<file path="config.mk">
export PLATFORM = sky130hd
export DESIGN_NAME = riscv_mc_sequencer_flat
export DESIGN_NICKNAME = d
export VERILOG_FILES = /design/src/rtl/riscv_pkg.sv /design/src/rtl/riscv_mc_sequencer_if.sv /design/src/rtl/riscv_mc_sequencer_seq_timeout_ctr.sv /design/src/rtl/riscv_mc_sequencer.sv /design/src/flat_wrapper.sv
export SDC_FILE = /design/constraint.sdc
export NUM_CORES = 1
export LEC_CHECK = 0
export BUFFER_PORTS_ARGS = -buffer_cell sky130_fd_sc_hd__clkbuf_2
export CORE_MARGIN = 4
export CORE_UTILIZATION = 50
export DETAILED_ROUTE_END_ITERATION = 10
export MAX_ROUTING_LAYER = met4
export PLACE_DENSITY = 0.79
export SETUP_SLACK_MARGIN = 0.05
export SKIP_LAST_GASP = 1
export SLEW_MARGIN = 20
export SYNTH_ARGS = -nofsm -noshare
export SYNTH_HDL_FRONTEND = slang
export SYNTH_SLANG_ARGS = --single-unit
</file>
<file path="constraint.sdc">
create_clock -name clk -period 2.5 [get_ports clk]
set_input_delay 0.125 -clock clk [delete_from_list [all_inputs] [get_ports clk]]
set_output_delay 0.125 -clock clk [all_outputs]
set_load 0.02 [all_outputs]
</file>
<file path="src/rtl/riscv_pkg.sv">
// ---------------------------------------------------------------------------
// riscv_pkg
// Shared definitions for the RV32I multi-cycle sequencer:
//   seq_state_e  - sequencer state encoding (3 bits, FETCH..ERR)
//   WBSEL_*      - writeback-select codes produced by control_unit
//   ADDR_SEL_*   - memory address source select values
// ---------------------------------------------------------------------------
package riscv_pkg;

  typedef enum logic [2:0] {
    S_FETCH  = 3'd0,
    S_DECODE = 3'd1,
    S_EXEC   = 3'd2,
    S_MEM    = 3'd3,
    S_WB     = 3'd4,
    S_HALT   = 3'd5,
    S_ERR    = 3'd6
  } seq_state_e;

  localparam logic [1:0] WBSEL_MEM = 2'b00;
  localparam logic [1:0] WBSEL_ALU = 2'b01;
  localparam logic [1:0] WBSEL_PC  = 2'b11;

  localparam logic ADDR_SEL_PC  = 1'b0;
  localparam logic ADDR_SEL_ALU = 1'b1;

endpackage

</file>
<file path="src/rtl/riscv_mc_sequencer_if.sv">
// ---------------------------------------------------------------------------
// riscv_mc_sequencer_if
// Shared memory-port handshake between the sequencer and the memory.
//   mem_req      request (sequencer -> memory)
//   mem_we       write enable, valid with mem_req
//   mem_addr_sel 0 = pc (fetch), 1 = alu result (data access)
//   mem_ack      request completed (memory -> sequencer)
// Modports: master = sequencer side, slave = memory side.
// ---------------------------------------------------------------------------
interface riscv_mc_sequencer_if;
  logic mem_req;
  logic mem_we;
  logic mem_addr_sel;
  logic mem_ack;

  modport master (output mem_req, output mem_we, output mem_addr_sel, input mem_ack);
  modport slave  (input mem_req, input mem_we, input mem_addr_sel, output mem_ack);
endinterface

</file>
<file path="src/rtl/riscv_mc_sequencer_seq_timeout_ctr.sv">
// ---------------------------------------------------------------------------
// seq_timeout_ctr
// Memory wait counter with expiry flag. Only built when SEQ_MEM_TIMEOUT_EN is
// defined; the default build has no counter logic at all.
// Ports:
//   clk, rst     clock / asynchronous active-high reset
//   wait_i       sequencer is in a memory-request state (FETCH or MEM)
//   ack_i        memory acknowledge
//   expired_o    limit reached this cycle with no ack
// ---------------------------------------------------------------------------
`ifdef SEQ_MEM_TIMEOUT_EN
module seq_timeout_ctr #(
  parameter int TIMEOUT_CYC = 16
) (
  input  logic clk,
  input  logic rst,
  input  logic wait_i,
  input  logic ack_i,
  output logic expired_o
);

  localparam int W = $clog2(TIMEOUT_CYC) + 1;

  logic [W-1:0] cnt_q;

  // Any cycle outside a request state, or any ack, restarts the count, so
  // the counter is already zero on entry to FETCH or MEM.
  always_ff @(posedge clk or posedge rst) begin
    if (rst) begin
      cnt_q <= '0;
    end else if (!wait_i || ack_i) begin
      cnt_q <= '0;
    end else begin
      cnt_q <= cnt_q + 1'b1;
    end
  end

  assign expired_o = wait_i && !ack_i && (cnt_q == W'(TIMEOUT_CYC - 1));

endmodule
`endif

</file>
<file path="src/rtl/riscv_mc_sequencer.sv">
// ---------------------------------------------------------------------------
// riscv_mc_sequencer
// Multi-cycle sequencer for the RV32I datapath. Steps each instruction through
// FETCH/DECODE/EXEC/MEM/WB, shares one memory port between fetch and
// load/store, gates register/memory writes to their own phase and counts
// retired instructions.
// Optional feature macro: SEQ_MEM_TIMEOUT_EN (memory wait timeout -> ERR).
// Ports:
//   clk, rst       clock / asynchronous active-high reset
//   mem            memory handshake (master modport)
//   dec_regwen     regwen from control_unit
//   dec_memw       memw (store) from control_unit
//   dec_wbsel      wbsel from control_unit (00 mem, 01 alu, 11 pc+4)
//   dec_illegal    opcode not decoded
//   ir_we          load instruction register
//   pc_we          update pc
//   rf_we          register-file write enable
//   halted         sticky illegal-instruction flag
//   err            sticky memory timeout flag (0 without the macro)
//   instret        retired-instruction count, wraps modulo 2^CNT_W
// ---------------------------------------------------------------------------
module riscv_mc_sequencer
  import riscv_pkg::*;
#(
  parameter int CNT_W       = 32,
  parameter int TIMEOUT_CYC = 16
) (
  input  logic                  clk,
  input  logic                  rst,
  riscv_mc_sequencer_if.master  mem,
  input  logic                  dec_regwen,
  input  logic                  dec_memw,
  input  logic [1:0]            dec_wbsel,
  input  logic                  dec_illegal,
  output logic                  ir_we,
  output logic                  pc_we,
  output logic                  rf_we,
  output logic                  halted,
  output logic                  err,
  output logic [CNT_W-1:0]      instret
);

  seq_state_e       state_q, state_d;
  logic [CNT_W-1:0] instret_q;
  logic             req, we, addr_sel, ir_we_c, pc_we_c, rf_we_c, retire;
  logic             expired;

`ifdef SEQ_MEM_TIMEOUT_EN
  logic waiting;

  assign waiting = (state_q == S_FETCH) || (state_q == S_MEM);

  seq_timeout_ctr #(.TIMEOUT_CYC(TIMEOUT_CYC)) u_timeout (
    .clk       (clk),
    .rst       (rst),
    .wait_i    (waiting),
    .ack_i     (mem.mem_ack),
    .expired_o (expired)
  );
  assign err = (state_q == S_ERR);
`else
  assign expired = 1'b0;
  assign err     = 1'b0;
`endif

  always_ff @(posedge clk or posedge rst) begin
    if (rst) begin
      state_q   <= S_FETCH;
      instret_q <= '0;
    end else begin
      state_q <= state_d;
      if (retire) instret_q <= instret_q + 1'b1;
    end
  end

  always_comb begin
    state_d  = state_q;
    req      = 1'b0;
    we       = 1'b0;
    addr_sel = ADDR_SEL_PC;
    ir_we_c  = 1'b0;
    pc_we_c  = 1'b0;
    rf_we_c  = 1'b0;
    retire   = 1'b0;
    case (state_q)
      S_FETCH: begin
        req     = 1'b1;
        ir_we_c = mem.mem_ack;
        // An ack on the limit cycle takes priority over the timeout.
        if (mem.mem_ack)  state_d = S_DECODE;
        else if (expired) state_d = S_ERR;
      end
      S_DECODE: state_d = dec_illegal ? S_HALT : S_EXEC;
      S_EXEC: begin
        if (dec_memw || (dec_regwen && dec_wbsel == WBSEL_MEM)) state_d = S_MEM;
        else                                                     state_d = S_WB;
      end
      S_MEM: begin
        req      = 1'b1;
        addr_sel = ADDR_SEL_ALU;
        we       = dec_memw;
        if (mem.mem_ack) begin
          // Stores retire on the ack; loads still need the WB cycle.
          if (dec_memw) begin
            pc_we_c = 1'b1;
            retire  = 1'b1;
            state_d = S_FETCH;
          end else begin
            state_d = S_WB;
          end
        end else if (expired) begin
          state_d = S_ERR;
        end
      end
      S_WB: begin
        rf_we_c = dec_regwen;
        pc_we_c = 1'b1;
        retire  = 1'b1;
        state_d = S_FETCH;
      end
      default: state_d = state_q; // HALT and ERR are sticky until reset
    endcase
    // While reset is held the port is quiet even though the state reads FETCH.
    if (rst) begin
      req     = 1'b0;
      we      = 1'b0;
      ir_we_c = 1'b0;
      pc_we_c = 1'b0;
      rf_we_c = 1'b0;
      retire  = 1'b0;
    end
  end

  assign mem.mem_req      = req;
  assign mem.mem_we       = we;
  assign mem.mem_addr_sel = addr_sel;
  assign ir_we            = ir_we_c;
  assign pc_we            = pc_we_c;
  assign rf_we            = rf_we_c;
  assign halted           = (state_q == S_HALT);
  assign instret          = instret_q;

endmodule
</file>
<file path="src/flat_wrapper.sv">
// flat-port wrapper written by rule: the top's interface ports become plain ports
module riscv_mc_sequencer_flat import riscv_pkg::*;
#(
  parameter int CNT_W       = 32,
  parameter int TIMEOUT_CYC = 16
)
  (clk, rst, dec_regwen, dec_memw, dec_wbsel, dec_illegal, ir_we, pc_we, rf_we, halted, err, instret, mem_mem_req, mem_mem_we, mem_mem_addr_sel, mem_mem_ack);
  riscv_mc_sequencer_if mem_i ();
  input  logic clk;
  input  logic rst;
  input  logic dec_regwen;
  input  logic dec_memw;
  input  logic [1:0] dec_wbsel;
  input  logic dec_illegal;
  output logic ir_we;
  output logic pc_we;
  output logic rf_we;
  output logic halted;
  output logic err;
  output logic [CNT_W-1:0] instret;
  output wire logic [$bits(mem_i.mem_req)-1:0] mem_mem_req;
  output wire logic [$bits(mem_i.mem_we)-1:0] mem_mem_we;
  output wire logic [$bits(mem_i.mem_addr_sel)-1:0] mem_mem_addr_sel;
  input wire logic [$bits(mem_i.mem_ack)-1:0] mem_mem_ack;
  assign mem_mem_req = mem_i.mem_req;
  assign mem_mem_we = mem_i.mem_we;
  assign mem_mem_addr_sel = mem_i.mem_addr_sel;
  assign mem_i.mem_ack = mem_mem_ack;
  riscv_mc_sequencer #(.CNT_W(CNT_W), .TIMEOUT_CYC(TIMEOUT_CYC)) u_core (.clk(clk), .rst(rst), .mem(mem_i), .dec_regwen(dec_regwen), .dec_memw(dec_memw), .dec_wbsel(dec_wbsel), .dec_illegal(dec_illegal), .ir_we(ir_we), .pc_we(pc_we), .rf_we(rf_we), .halted(halted), .err(err), .instret(instret));
endmodule
</file>
---- After elaboration in Yosys (flattened, before gate mapping) ----
Index checks and enable logic that the tools add are counted.
operators by class
  add/sub/neg operators ................... 1
  multiply operators ...................... 0
  divide/modulo/power cells ............... 0
  magnitude comparators ................... 0
  equality and inequality tests ........... 7
  shift operators ......................... 0
  mux-type cells .......................... 19
  bitwise operators ....................... 0
  reductions and logical operators ........ 7
operators with widths
  kind                   count
  $add 32x1->32 const B  1
  $mux 3                 5
  $pmux 3 s5             1
  $mux 1                 12
  $eq 3x2->1 const B     2
  $eq 3x3->1 const B     2
  $reduce_bool 5->1      1
  $ne 2x2->1 const B     2
  $eq 3x1->1 const B     1
  $logic_not 3->1        1
  $reduce_and 3->1       1
  $logic_not 2->1        1
  $pmux 1 s2             1
  $reduce_or 2->1        1
  $logic_and 1x1->1      1
  $logic_or 1x1->1       1
word-level totals
  bits in registers ....................... 35
  bits in latches ......................... 0
  bits in writable memories ............... 0
  bits in read-only memories .............. 0
  input bits .............................. 8
  output and inout bits ................... 40
  word-level logic and storage cells ...... 36
  memories kept ........................... 0

---- Depth between registers and ports, before layout ----
  word-level depth ........................ 5
  gate-level depth with buffers ........... 6
  gate-level depth less buffers ........... 5

---- Worst setup path before layout ----
No wires, ideal clock.
  path kind ............................... reg2reg
  from .................................... register u_core.state_q[0]
  to ...................................... register u_core.instret_q[25] (netlist: u_core.instret[25])
  library setup time ...................... 130 ps
  data arrival time ....................... 1864 ps
  required time ........................... 2370 ps
  slack ................................... 506 ps
  cell stages (with the launch flop) ...... 7
  buffers on the path ..................... 1
  clock period less this slack ............ 1994 ps
  path through ............................ dfrtp_1 -> buf_6 -> or3b_4 -> o22ai_2 -> and3_1 -> nand4_1 -> xnor2_1
on the way
  longest elaborated chain between the ends .. 3
  elaborated cells between the ends (all ways) .. 4
  classes of those cells .................. eq/ne (2); mux (2)
RTL lines
  element                                          line                      text
  start, declared                                  riscv_mc_sequencer.sv:43  seq_state_e state_q, state_d;
  start signal, assigned                           riscv_mc_sequencer.sv:71  state_q <= state_d;
  $eq 3x3->1 / $eq 3x2->1 (equally long branches)  n/a
  $pmux 1 s2 (*)                                   n/a
  $mux 1 (*)                                       n/a
  named net pc_we                                  flat_wrapper.sv:16        output logic pc_we;
  end signal, assigned                             riscv_mc_sequencer.sv:72  if (retire) instret_q <= instret_q + 1'b1;
  end, declared                                    riscv_mc_sequencer.sv:44  logic [CNT_W-1:0] instret_q;
The timed path passes the listed nets; every way through them passes the cells marked *.
A chain may end at the register's enable or synchronous reset.

---- Worst setup path in the final report ----
  from .................................... register u_core.state_q[1]
  to ...................................... register u_core.instret_q[29] (netlist: u_core.instret[29])
on the way
  longest elaborated chain between the ends .. 3
  elaborated cells between the ends (all ways) .. 4
  classes of those cells .................. eq/ne (2); mux (2)
RTL lines
  element                                          line                       text
  $eq 3x3->1 / $eq 3x2->1 (equally long branches)  riscv_mc_sequencer.sv:85   case (state_q)
  $pmux 1 s2 (*)                                   riscv_mc_sequencer.sv:85
  $mux 1 (*)                                       riscv_mc_sequencer.sv:124  if (rst) begin
Every way passes the cells marked *; elsewhere a longest branch is shown, timed or not.

==> results.md <==
- The flow ran to the end, and the final reports show no timing, DRC or antenna violations.
- The sum of overflow across all layers after global routing is 0.
- During I/O placement, the number of pins put on the boundary was 48.
- The max-slew violation count was 0.
- Synthesis produced a netlist with a net count of 191.
- The final design instance area without fill is 2160 um^2.
- The H-tree depth is 2.
- The final weighted congestion of routability-driven global placement is 0.789.
- In the final routed layout, each cell accounts on average for 13.3 um.
- Once placement finished, the instance area stood at 2080 um^2.
- In this run the tool buffered the top-level ports with 46 buffer cells.
- The leakage power is 1.12 nW.
- The area of the core region is 3420 um^2.
- Of the cells placed in the final design, the portion with a size suffix greater than 1 is 0.280.
- The commonest register cell after synthesis is sky130_fd_sc_hd__dfrtp_1.
- Of the post-synthesis cell area, the dominant cell type holds 0.482.
- The total via count after detailed routing is 1457.
- The count of nets left with antenna violations once routing finished came out at 0.
- The register bit total from synthesis is 35.
- The portion of the clock cycle consumed by the worst path in the final layout is 0.888.
- For the worst setup path, the data arrival time is 2.48 ns.
- The endpoint type of the worst setup path is a flip-flop.
- The antenna diode instance count is 0.
- The initial core utilization is 0.532.
- The biggest fanout along the worst timing path is 14.
- No sink is reached through more buffers than the 2 on the longest clock path.
- The root buffer cell chosen for the clock tree is sky130_fd_sc_hd__clkbuf_4.
- The site row count is 21.
- The all-layer global routing usage is 0.191.
- The worst clock skew is 0.00608 ns.
- The largest net degree at the start of global routing is 31.
- Before antenna repair, the detailed router went through 4 iterations.
- The area growth from synthesis to layout is 18.7%.
- CTS saw 35 sinks.
- The dominant cell type by area after synthesis is sky130_fd_sc_hd__dfrtp_1.
- The number of global-route vias before repair is 1411.
- The post-CTS setup-driven buffer insertion count is 0.
- The synthesized area per cell is 9.98 um^2.
- The DRC violation count after routing is 0.
- The commonest cells after synthesis are sky130_fd_sc_hd__dfrtp_1, sky130_fd_sc_hd__xor2_1, sky130_fd_sc_hd__nand2_1, sky130_fd_sc_hd__nor2_1.
- By area the synthesized netlist is led by sky130_fd_sc_hd__dfrtp_1, sky130_fd_sc_hd__xor2_1, sky130_fd_sc_hd__xnor2_1.
- The clock transition at the registers of the reported paths is 0.09 ns.
- The highest achievable clock rate is 450 MHz.
- The final period demand of the worst path is 2.22 ns.
- TritonCTS built the clock tree.
- The power density of the placed cells is 694 nW/um^2.
- The critical setup path kind is flip-flop to flip-flop.
- Measured on the finished design, the core utilization comes to 0.631.
- The vertical extent of the die is 68.3 um.
- Setup violations remaining at the end of the flow were counted as 0.
- The number of distinct library cells after synthesis is 38.
- The die covers 4660 um^2.
- The number of clock buffers inserted by TritonCTS is 5.
- At the worst endpoint, the required time is 2.76 ns.
- The number of vias per cell is 5.24.
- The clock insertion delay at the later pin of the skew report is 0.34 ns.
- Once the clock tree was built, the resizer swapped 0 gates to a different size.
- After detailed routing, the total wire length is 3.70 mm.
- Of all flip-flops after synthesis, the portion carrying an async set or reset was 1.00.
- The path class of the lowest-slack min-delay path is input pin to flip-flop.
- The yosys synthesis warning count is 0.
- The number of nets in the layout is 240.
- The wire-length estimate of the detail-placed layout is 2.85 mm.
- The most numerous cell in the Yosys netlist is sky130_fd_sc_hd__dfrtp_1.
- The detailed router's first-iteration violation count is 92.
- STA classifies the critical path startpoint as a flip-flop.
- The wire length of the first global-routing pass is 6.45 mm.
- Including well taps, the total number of placed cells is 269.
- The maximum VDD drop is 398 uV.
- Setup repair after global routing left no endpoint under its margin.
- The count of endpoints failing hold in the final timing report is 0.
- The finished layout holds 278 standard cells, fillers aside.
- The max-cap check violation count is 0.
- For this run, the register share of the synthesized area comes to 0.482.
- Measured along the x axis, the die boundary spans 68.3 um.
- The synthesized design contains 0 enable-type register cells.
- Synthesis handed over a netlist of 182 instances.
- The summed instance area of the synthesized netlist is 1820 um^2.
- The total negative slack is 0 ns.
- The initial antenna violation count is 0.
- Summing internal, switching and leakage power gives 1.50 mW.
==> power breakdown <==
group	switching, mW	leakage, nW	internal (mW)
Clock	0.178	0.0386	0.165
Sequential	0.110	0.456	0.624
Combinational	0.249	0.621	0.170
Total	0.537	1.12	0.959
==> metal layers <==
metal | share of wire | global-route usage | routed length [um]
met5 | 0 | - | 0
met4 | 0.018 | 0.0744 | 66
met3 | 0.048 | 0.0394 | 177
met2 | 0.48 | 0.301 | 1760
met1 | 0.46 | 0.240 | 1690
==> worst max-delay path, stage by stage (launching register included) <==
cell	delay, ns
sky130_fd_sc_hd__dfrtp_1	0.58
sky130_fd_sc_hd__nand3_1	0.22
sky130_fd_sc_hd__o31ai_2	0.41
sky130_fd_sc_hd__nand2_1	0.27
sky130_fd_sc_hd__nor4b_1	0.48
sky130_fd_sc_hd__xor2_1	0.18
==> cell usage in the layout, fill, tap and decap left out, types with 5 or more instances in the layout <==
cell type / Yosys / final
sky130_fd_sc_hd__xnor2_1: 13 / 13
sky130_fd_sc_hd__dfrtp_1: 35 / 35
sky130_fd_sc_hd__nor3_1: 13 / 13
sky130_fd_sc_hd__nor4_1: 5 / 5
sky130_fd_sc_hd__nand3_1: 12 / 12
sky130_fd_sc_hd__clkbuf_2: 0 / 46
sky130_fd_sc_hd__nor2_1: 14 / 14
sky130_fd_sc_hd__xor2_1: 18 / 18
sky130_fd_sc_hd__o21ai_0: 5 / 5
sky130_fd_sc_hd__clkbuf_4: 0 / 5
sky130_fd_sc_hd__inv_1: 9 / 9
sky130_fd_sc_hd__nand2_1: 15 / 15
==> sequential cells by signal, indices dropped and copies added, names as in the netlist <==
register        count
u_core.state_q      3
u_core.instret     32
==> cells by family after synthesis <==
logic type / count (synthesis) / synth area share
buffers and inverters: 15 / 0.0379
multiplexers: 1 / 0.00620
XOR/XNOR: 31 / 0.149
AO/OA/AOI/OAI: 14 / 0.0530
flip-flops: 35 / 0.482
AND/OR/NAND/NOR: 84 / 0.262
adder cells (fa/ha/maj): 1 / 0.00689
other: 1 / 0.00206
==> timing repair <==
item,CTS,global route
hold endpoints to repair,5,0
hold buffers,1,0
endpoints found under the setup margin,0,0
==> final cells by class <==
cell class                 count  area (um^2)
fill                         303         1260
multi-input combinational    132          872
inverter                       9         33.8
timing repair buffer          48          248
sequential                    35          876
clock buffer                   8         68.8
tap                           46         57.6
==> stage by stage <==
stage	hold WS, ns	setup slack, ns
floorplan	0.353	0.506
global placement	0.140	0.462
detailed placement	0.152	0.338
CTS	0.116	0.314
global route	0.146	0.0694
finish	0.126	0.280
==> worst paths after layout <==
path / from / end / slack, ns / depth (start not counted)
min reg2reg: u_core.instret[31] / u_core.instret[31] / 0.48 / 1
max reg2reg: u_core.state_q[1] / u_core.instret[29] / 0.28 / 5
min in group asynchronous: rst / u_core.state_q[1] / 0.34 / 3
max: u_core.state_q[1] / u_core.instret[29] / 0.28 / 5
max in group asynchronous: rst / u_core.instret[7] / 1.54 / 4
min: dec_illegal / u_core.state_q[1] / 0.13 / 4
(Power assumes the default switching activity.)
